**config.mk**
```make
export PLATFORM = sky130hd
export DESIGN_NAME = priority_scan_enc
export DESIGN_NICKNAME = d
export VERILOG_FILES = /design/src/rtl/priority_scan_enc.sv
export SDC_FILE = /design/constraint.sdc
export NUM_CORES = 1
export LEC_CHECK = 0
export ABC_AREA = 1
export CAP_MARGIN = 10
export CORE_MARGIN = 2
export CORE_UTILIZATION = 45
export CTS_BUF_LIST = sky130_fd_sc_hd__clkbuf_4 sky130_fd_sc_hd__clkbuf_8 sky130_fd_sc_hd__clkbuf_16
export DETAILED_ROUTE_END_ITERATION = 16
export MAX_ROUTING_LAYER = met4
export PLACE_DENSITY = 0.69
export SYNTH_ARGS = -nofsm -noshare
export SYNTH_HDL_FRONTEND = slang
export SYNTH_SLANG_ARGS = --single-unit
```
**constraint.sdc**
```tcl
create_clock -name clk -period 1.9 [get_ports clk]
set_input_delay 0.57 -clock clk [delete_from_list [all_inputs] [get_ports clk]]
set_output_delay 0.57 -clock clk [all_outputs]
set_load 0.05 [all_outputs]
```
**src/rtl/priority_scan_enc.sv**
```systemverilog
// Sequential priority encoder: accepts a multi-hot vector, then reports
// every set index one beat at a time in priority order.
module priority_scan_enc #(
    parameter int WIDTH     = 8,
    parameter bit MSB_FIRST = 1'b1,
    localparam int IDXW     = $clog2(WIDTH)
) (
    input  logic              clk,
    input  logic              rst_n,
    input  logic              in_valid,
    output logic              in_ready,
    input  logic [WIDTH-1:0]  in_vec,
    output logic              out_valid,
    input  logic              out_ready,
    output logic [IDXW-1:0]   out_idx,
    output logic              out_last,
    output logic              out_none,
    output logic [IDXW:0]     out_count
);

    typedef enum logic {IDLE, SCAN} state_t;

    state_t            state_q, state_d;
    logic [WIDTH-1:0]  pending_q, pending_d;
    logic [IDXW-1:0]   idx_q, idx_d;
    logic              last_q, last_d;
    logic              none_q, none_d;
    logic [IDXW:0]     count_q, count_d;

    logic [WIDTH-1:0]  src;
    logic [WIDTH-1:0]  rem;
    logic [IDXW-1:0]   sel;
    logic              accept;
    logic              xfer;

    function automatic logic [IDXW-1:0] pick(input logic [WIDTH-1:0] v);
        logic [IDXW-1:0] r;
        r = '0;
        // Later hits overwrite earlier ones, so loop direction sets priority.
        if (MSB_FIRST) begin
            for (int i = 0; i < WIDTH; i++)
                if (v[i]) r = IDXW'(i);
        end else begin
            for (int i = WIDTH - 1; i >= 0; i--)
                if (v[i]) r = IDXW'(i);
        end
        return r;
    endfunction

    function automatic logic [IDXW:0] popcnt(input logic [WIDTH-1:0] v);
        logic [IDXW:0] c;
        c = '0;
        for (int i = 0; i < WIDTH; i++)
            c = c + {{IDXW{1'b0}}, v[i]};
        return c;
    endfunction

    assign in_ready  = rst_n && (state_q == IDLE);
    assign out_valid = (state_q == SCAN);
    assign out_idx   = idx_q;
    assign out_last  = last_q;
    assign out_none  = none_q;
    assign out_count = count_q;

    assign accept = in_valid && in_ready;
    assign xfer   = out_valid && out_ready;

    // One lookup per cycle: on the fresh vector when idle, else on the remainder.
    assign src = (state_q == IDLE) ? in_vec : pending_q;
    assign sel = pick(src);
    assign rem = src & ~({{(WIDTH-1){1'b0}}, 1'b1} << sel);

    always_comb begin
        state_d   = state_q;
        pending_d = pending_q;
        idx_d     = idx_q;
        last_d    = last_q;
        none_d    = none_q;
        count_d   = count_q;
        unique case (state_q)
            IDLE: begin
                if (accept) begin
                    state_d   = SCAN;
                    pending_d = rem;
                    idx_d     = sel;
                    last_d    = (rem == '0);
                    none_d    = (in_vec == '0);
                    count_d   = popcnt(in_vec);
                end
            end
            SCAN: begin
                if (xfer) begin
                    if (last_q) begin
                        state_d   = IDLE;
                        pending_d = '0;
                        idx_d     = '0;
                        last_d    = 1'b0;
                        none_d    = 1'b0;
                        count_d   = '0;
                    end else begin
                        pending_d = rem;
                        idx_d     = sel;
                        last_d    = (rem == '0);
                    end
                end
            end
            default: state_d = IDLE;
        endcase
    end

    always_ff @(posedge clk or negedge rst_n) begin
        if (!rst_n) begin
            state_q   <= IDLE;
            pending_q <= '0;
            idx_q     <= '0;
            last_q    <= 1'b0;
            none_q    <= 1'b0;
            count_q   <= '0;
        end else begin
            state_q   <= state_d;
            pending_q <= pending_d;
            idx_q     <= idx_d;
            last_q    <= last_d;
            none_q    <= none_d;
            count_q   <= count_d;
        end
    end

endmodule

```
==> results of run 1 <==
-- layout by cell type (no fill, tap or decap), types with 4 or more instances in the layout --
master	synthesis	layout
nand2_2	3	4
a21oi_1	8	6
clkdlybuf4s50_1	0	7
inv_2	0	4
o21ai_0	16	13
buf_4	1	45
nand2_1	50	49
nor2_1	12	10
inv_1	29	25
dfrtp_1	18	17
-- how the worst max path moves through the flow --
stage	from	endpoint	cells past startpoint
floorplan	in_vec[0]	out_count[2]	11
global placement	in_vec[0]	out_count[2]	12
detailed placement	in_vec[0]	out_count[2]	12
CTS	in_vec[1]	out_count[2]	12
global route	in_vec[1]	out_count[2]	12
finish	in_vec[1]	out_count[2]	12
-- layout make-up --
type / instances / area, um2 / share of cell area
multi-input cells: 112 / 668 / 0.371
inverters: 30 / 115 / 0.0638
well taps: 30 / 37.5 / 0.0208
clock buffers: 4 / 36.3 / 0.0201
flip-flops and latches: 18 / 452 / 0.251
repair buffers: 60 / 494 / 0.274
-- layer usage --
metal / GRT usage / vias to the layer above / wire length [um] / share of wire
met4: 0.0442 / 0 / 30 / 0.0091
met1: 0.284 / 581 / 1390 / 0.42
li1: - / 625 / - / -
met3: 0.0326 / 4 / 144 / 0.044
met2: 0.412 / 31 / 1740 / 0.53
met5: - / - / 0 / 0
-- registers in the layout, summed over array words and instances, names as in the netlist --
signal and flops:
pending_q 8, out_count 4, out_idx 3, out_last 1, out_none 1, out_valid 1
-- cells by family (layout without fill, tap and decap cells) --
| group | count (synthesis) | after routing |
|---|---|---|
| fa+ha+maj | 8 | 8 |
| flops | 18 | 18 |
| compound gates | 25 | 25 |
| simple gates | 78 | 78 |
| buf+inv | 33 | 94 |
| xor+xnor | 1 | 1 |
-- report_power, final --
group | internal (mW) | switching [mW]
sequential | 0.547 | 0.110
combinational | 0.887 | 1.24
clock | 0.117 | 0.140
-- stage by stage --
step | hold WS (ps) | setup TNS [ps]
global placement | 470 | -6960
floorplan | 274 | -3660
CTS | 372 | -3460
detailed placement | 476 | -7630
global route | 379 | -3430
finish | 361 | -3140
-- repair_timing --
item,in CTS,in global routing
hold buffers,0,0
endpoints found under the setup margin,6,8
gates resized for setup,25,8
pin swaps,10,8
setup buffers,2,4
==> results.cfg, run 1 <==
[run_status]
status = finished with violations
violations = negative setup slack

[setup_path]
start_kind = primary input
crit_required_ps = 2110
r2r-start = out_valid
ff2ff_setup_slack_ps = 230
max_stage_delay_ps = 520
arrival_ps = 2990
reg2reg_to = out_last
critical-path-slowest-cell = fa_1
path_class = in2reg
worst-path-buf-inv = 4
crit_family = adder cells
critPathCaptureType = flop
cp_cell_sequence = buf_6 -> fa_1 -> inv_1 -> fa_1 -> fa_2 -> inv_2 -> ha_4 -> inv_2 -> fa_2 -> xnor2_2 -> nand3_1 -> o21ai_1
crit_fanout = 2
worstRegToRegCells = 12

[logic_synthesis]
syn_area_um2 = 1210
synth-simple-area-share = 0.291
yosysMostFrequentCell = nand2_1
muxShareOfSynthArea = 0
synthCells = 163
async_reset_ff_frac = 1.00
synthFlopType = dfrtp_1
yosysTopAreaCell = dfrtp_1
synthAdderAreaFrac = 0.107
synthTopCellsByArea = dfrtp_1, nand2_1, inv_1, fa_1, o21ai_0
synth.avg_cell_area_um2 = 7.45
yosysSeqAreaShare = 0.371
ys_types = 21
yosys_warnings = 0
synth_xor_area_frac = 0.00722
synth_edf_count = 0
synth_top_family_by_area = simple AND/OR/NAND/NOR gates
synthTopCellsByCount = nand2_1, inv_1, dfrtp_1, o21ai_0, nor2_1
synth_top_area_share = 0.371
synth-seq-cells = 18
syn_nets = 183
synth_compound_area_frac = 0.104

[timing]
clock_skew_ps = 5.11
hold_violations = 0
maxSlewHeadroom = 0.822
setup_viol = 4
rsz0062_at_grt = true
final-max-slew-violation-count = 0
fin_crit_ps = 2790
finalCritPeriodShare = 1.47
fmax_mhz = 359
setup_ws_ps = -886
tightestPinTransition_ps = 266

[worst_hold_path]
hold_class = in2async

[grt]
antenna_found_initial = 0
track_usage = 0.232
grt_pass1_wl_mm = 5.52
grt_overflow = 0
grt_start_max_net_pins = 12
grt_pass1_vias = 1221

[layout]
finalNetCount = 245
finalNonFillerCells = 254
diodes = 0
fillCellCount = 215
post-route-util = 0.715
area_growth_pct = 48.6
final_cell_area_um2 = 1800
drive_gt1_frac = 0.362

[power]
power_mw = 3.04
peakVddDrop_mv = 1.20
power_density_nw_per_um2 = 1690
p_leak_nw = 0.963

[floorplan]
initial_core_util = 0.481
pin_count = 23
core_area_um2 = 2520
die_h_um = 55.9
row_count = 18
die_area_um2 = 3130
chipWidth_um = 55.9

[drt]
post-route-drc-count = 0
wl_per_cell_um = 13.0
routed_via_density = 4.89
vias = 1241
first_pass_iters = 4
routed_wl_mm = 3.30
ant_nets = 0
drt_iter0_markers = 19

[clocking]
cts_made_buffers = 3
clkSlewWorstSetupHoldPaths_ps = 120
cts.htree.levels = 1
insertion_delay_ps = 310
cts_root_buf = clkbuf_4
cts_tree = done
cts.sinks = 18
max-clock-path-buffers = 2

[placement]
placed_area_um2 = 1700
dp.cells = 245
dp_slack_ps = -1650
gp_congestion = 0.845
hpwlAfterDp_mm = 2.47
port_buffers = 22

[job]
cap_violations = 0
(Power assumes the default switching activity.)
==> inputs of run 2 (changes only) <==
Settings changed: PLACE_DENSITY 0.69 to 0.71.
Clock period 1.9 ns to 2.55 ns, I/O delays scaled along.
==> run 2 against run 1 <==
Effect of this change: the flow still finishes with violations (negative setup slack); utilization decreased by 7.5 points; highest routed layer unchanged; clock skew down 1.1 ps; die area unchanged; clock power down 28%; total power is 36% lower.
==> results.cfg, run 2 (same netlist as run 1, synthesis figures left out) <==
[setup_path]
arrival_ps = 3300
critical-path-slowest-cell = fa_1
max_stage_delay_ps = 540
crit_fanout = 3
critPathMostFrequentCell = inv_2
cp_cell_sequence = buf_8 -> fa_1 -> inv_2 -> fa_1 -> fa_2 -> inv_2 -> ha_4 -> inv_2 -> fa_2 -> xnor2_1 -> nand3_1 -> o21ai_1
crit_required_ps = 2790
start_kind = primary input
critPathCaptureType = flop
crit_family = adder cells
worst-path-buf-inv = 4
path_class = in2reg

[power]
p_leak_nw = 0.824
peakVddDrop_mv = 0.786
power_density_nw_per_um2 = 1200

[clocking]
max-clock-path-buffers = 2
cts.sinks = 18
hold_buffers = 0
clkSlewWorstSetupHoldPaths_ps = 110
cts_root_buf = clkbuf_4
cts.htree.levels = 1
cts_made_buffers = 3
insertion_delay_ps = 310
cts_tree = done

[drt]
routed_via_density = 4.86
vias = 1113
ant_nets = 0
routed_wl_mm = 2.90
wl_per_cell_um = 12.7
drt_iter0_markers = 23
first_pass_iters = 4
post-route-drc-count = 0

[grt]
grt_start_max_net_pins = 20
grt_overflow = 0
grt_pass1_vias = 1100
antenna_found_initial = 0
track_usage = 0.211
grt_pass1_wl_mm = 5.01

[timing]
clock_skew_ps = 3.98
setup_viol = 4
whs_ps = 504
finalCritPeriodShare = 1.20
setup_tns_ps = -1470
fin_crit_ps = 3060
maxSlewHeadroom = 0.571
rsz0062_at_grt = true
hold_violations = 0
setup_ws_ps = -512
fmax_mhz = 327
final-max-slew-violation-count = 0
tightestPinTransition_ps = 644

[floorplan]
pin_count = 23
row_count = 18
core_area_um2 = 2520
initial_core_util = 0.481
chipWidth_um = 55.9
die_h_um = 55.9
die_area_um2 = 3130

[placement]
port_buffers = 22
gp_congestion = 0.914
placed_area_um2 = 1540
hpwlAfterDp_mm = 2.18
dp.cells = 224

[layout]
finalNetCount = 220
largest_register = pending_q
fillCellCount = 232
drive_gt1_frac = 0.206
post-route-util = 0.640
largest_reg_flops = 8
final_common_cell = nand2_1
layout.cells.most_common_list = nand2_1, inv_1, dfrtp_1, clkdlybuf4s50_1
area_growth_pct = 33.0
final_cell_area_um2 = 1610
finalNonFillerCells = 229
diodes = 0
register_area_um2 = 450
multiInputGateArea_um2 = 648

[job]
cap_violations = 0

[run_status]
status = finished with violations
violations = negative setup slack

[worst_hold_path]
hold_class = reg2reg
[run 2: repair_timing]
action | in CTS | in global routing
gates resized for setup | 23 | 4
pin swaps | 10 | 6
setup buffers | 1 | 0
hold endpoints to repair | 0 | 0
endpoints found under the setup margin | 4 | 4
[run 2: final timing paths]
| path | startpoint | endpoint | slack, ps | cells past startpoint |
|---|---|---|---|---|
| worst max register to register | out_valid | out_last | 570 | 10 |
| worst max-delay path | in_vec[3] | out_count[2] | -510 | 12 |
| worst min-delay path | out_idx[1] | out_idx[1] | 500 | 2 |
| min in group asynchronous | rst_n | out_count[1] | 850 | 2 |
| worst min register to register | out_idx[1] | out_idx[1] | 500 | 2 |
| max in group asynchronous | rst_n | pending_q[0] | 1490 | 2 |
[run 2: final cells by class]
cell class                 instances  area share
multi-input combinational        112       0.402
clock buffer                       4      0.0225
tap                               30      0.0233
sequential                        18       0.279
timing repair buffer              35       0.202
inverter                          30      0.0713
[run 2: stage by stage]
stage / worst slack, ps / power (mW)
after global routing: -575 / 2.09
after global placement: -1150 / 1.68
after floorplan: -628 / 1.37
after CTS: -551 / 1.93
after detailed placement: -1210 / 1.71
final: -512 / 1.94
[run 2: metal layers]
layer / track usage / part of all wire / routed length [um]
met2: 0.337 / 0.47 / 1370
met3: 0.0442 / 0.033 / 96
met4: 0.0612 / 0.012 / 35
met1: 0.274 / 0.48 / 1400
met5: - / 0 / 0
[run 2: where the power goes]
part | internal (mW) | switching, mW | total [mW]
combinational | 0.436 | 0.808 | 1.24
sequential | 0.405 | 0.103 | 0.508
clock | 0.0873 | 0.0995 | 0.187
total | 0.929 | 1.01 | 1.94
[run 2: worst register-to-register path: cells and delay by family, from the launching register on]
family | cells | cell delay (ps)
buffers and inverters | 1 | 180
DFF | 1 | 770
AOI/OAI and AO/OA | 2 | 340
and+or+nand+nor | 7 | 620
==> inputs of run 3 (changes only) <==
Settings changed: TNS_END_PERCENT set to 50.
==> run 3 against run 2 <==
Effect of this change: the run still ends with negative setup slack left; via count down 0.27%; clock-buffer cell count did not move; sequential power hardly changed; die area did not move; combinational power about the same; first-iteration DRC count is 61% higher; cell area down 0.85%; fmax is 2.3% higher; final cell count is 0.44% lower; critical path type unchanged; critical endpoint unchanged; largest power group unchanged; highest routed layer unchanged.
==> results.cfg, run 3 (same netlist as run 1, synthesis figures left out) <==
[layout]
largest_reg_flops = 8
finalNetCount = 219
final_cell_area_um2 = 1600
drive_gt1_frac = 0.197
final_common_cell = nand2_1
largest_register = pending_q
layout.cells.most_common_list = nand2_1, inv_1, dfrtp_1, clkdlybuf4s50_1, o21ai_0
diodes = 0
finalNonFillerCells = 228
area_growth_pct = 31.9

[timing]
clock_skew_ps = 9.11
setup_ws_ps = -443
finalCritPeriodShare = 1.17
setup_tns_ps = -1170
setup_viol = 4
tightestPinTransition_ps = 671
fin_crit_ps = 2990
rsz0062_at_grt = true
maxSlewHeadroom = 0.553
hold_violations = 0
fmax_mhz = 334
final-max-slew-violation-count = 0
whs_ps = 501

[setup_path]
r2r-start = out_valid
critical-path-slowest-cell = fa_1
cp_cell_sequence = buf_6 -> fa_1 -> inv_2 -> fa_1 -> fa_1 -> inv_2 -> ha_4 -> inv_2 -> fa_2 -> xnor2_2 -> nand3_1 -> o21ai_1
path_class = in2reg
reg2reg_to = out_last
critPathCaptureType = flop
max_stage_delay_ps = 540
crit_family = adder cells
worst-path-buf-inv = 4
crit_fanout = 2
ff2ff_setup_slack_ps = 580
start_kind = primary input
crit_required_ps = 2750
arrival_ps = 3190
worstRegToRegCells = 10

[worst_hold_path]
holdPathStages = 2
hold_class = reg2reg
min_from = out_idx[1]
hold_end = out_idx[1]

[power]
power_mw = 1.92
power_density_nw_per_um2 = 1200
peakVddDrop_mv = 0.807
p_leak_nw = 0.823

[floorplan]
die_area_um2 = 3130
chipWidth_um = 55.9
core_area_um2 = 2520
initial_core_util = 0.481
row_count = 18
die_h_um = 55.9
pin_count = 23

[clocking]
cts_made_buffers = 3
cts_tree = done
cts_root_buf = clkbuf_4
insertion_delay_ps = 300
hold_buffers = 0
cts.sinks = 18
clkSlewWorstSetupHoldPaths_ps = 110
max-clock-path-buffers = 2
cts.htree.levels = 1

[drt]
drt_iter0_markers = 37
routed_wl_mm = 2.74
wl_per_cell_um = 12.0
ant_nets = 0
post-route-drc-count = 0
routed_via_density = 4.87
first_pass_iters = 4
vias = 1110

[placement]
hpwlAfterDp_mm = 2.22
port_buffers = 22
placed_area_um2 = 1540
gp_congestion = 0.979
dp.cells = 224

[grt]
grt_pass1_wl_mm = 4.87
antenna_found_initial = 0
track_usage = 0.200
grt_overflow = 0
grt_pass1_vias = 1054
grt_start_max_net_pins = 20

[job]
cap_violations = 0

[run_status]
status = finished with violations
violations = negative setup slack
## run 3: cell type report
| type | count | area [um2] |
|---|---|---|
| Sequential cell | 18 | 450 |
| Tap cell | 30 | 37.5 |
| Fill cell | 217 | 922 |
| Inverter | 30 | 115 |
| Timing Repair Buffer | 34 | 309 |
| Clock buffer | 4 | 36.3 |
| Multi-Input combinational cell | 112 | 652 |
## run 3: how the worst max path moves through the flow
stage	from	end	slack [ps]	depth (start not counted)
after floorplan	in_vec[0]	out_count[2]	-630	11
after global placement	in_vec[0]	out_count[2]	-1150	12
after detailed placement	in_vec[0]	out_count[2]	-1210	12
after CTS	in_vec[1]	out_count[2]	-550	12
after global routing	in_vec[1]	out_count[2]	-530	12
final	in_vec[1]	out_count[2]	-440	12
## run 3: stage by stage
stage	setup slack, ps	util
floorplan	-628	-
finish	-443	0.634
global route	-530	0.634
detailed placement	-1210	0.611
global placement	-1150	0.611
CTS	-555	0.627
## run 3: timing repair
action / 4_1_cts / 5_1_grt
gates resized for setup: 19 / 4
endpoints found under the setup margin: 4 / 4
pin swaps: 7 / 3
setup buffers: 0 / 0
## run 3: power breakdown
part           internal (mW)  switching [mW]
Sequential             0.405           0.105
Clock                 0.0869          0.0933
Combinational          0.433           0.801
## run 3: worst min-delay path: cells and delay by family, from the launching register on
kind            cells  cell delay, ps
compound gates      1              60
simple gates        1              50
flops               1             360
## run 3: layer usage
layer | vias up | GRT usage | wire length (um)
met2 | 21 | 0.304 | 1250
li1 | 570 | - | -
met1 | 513 | 0.287 | 1380
met5 | - | - | 0
met3 | 6 | 0.0233 | 73
met4 | 0 | 0.0510 | 43
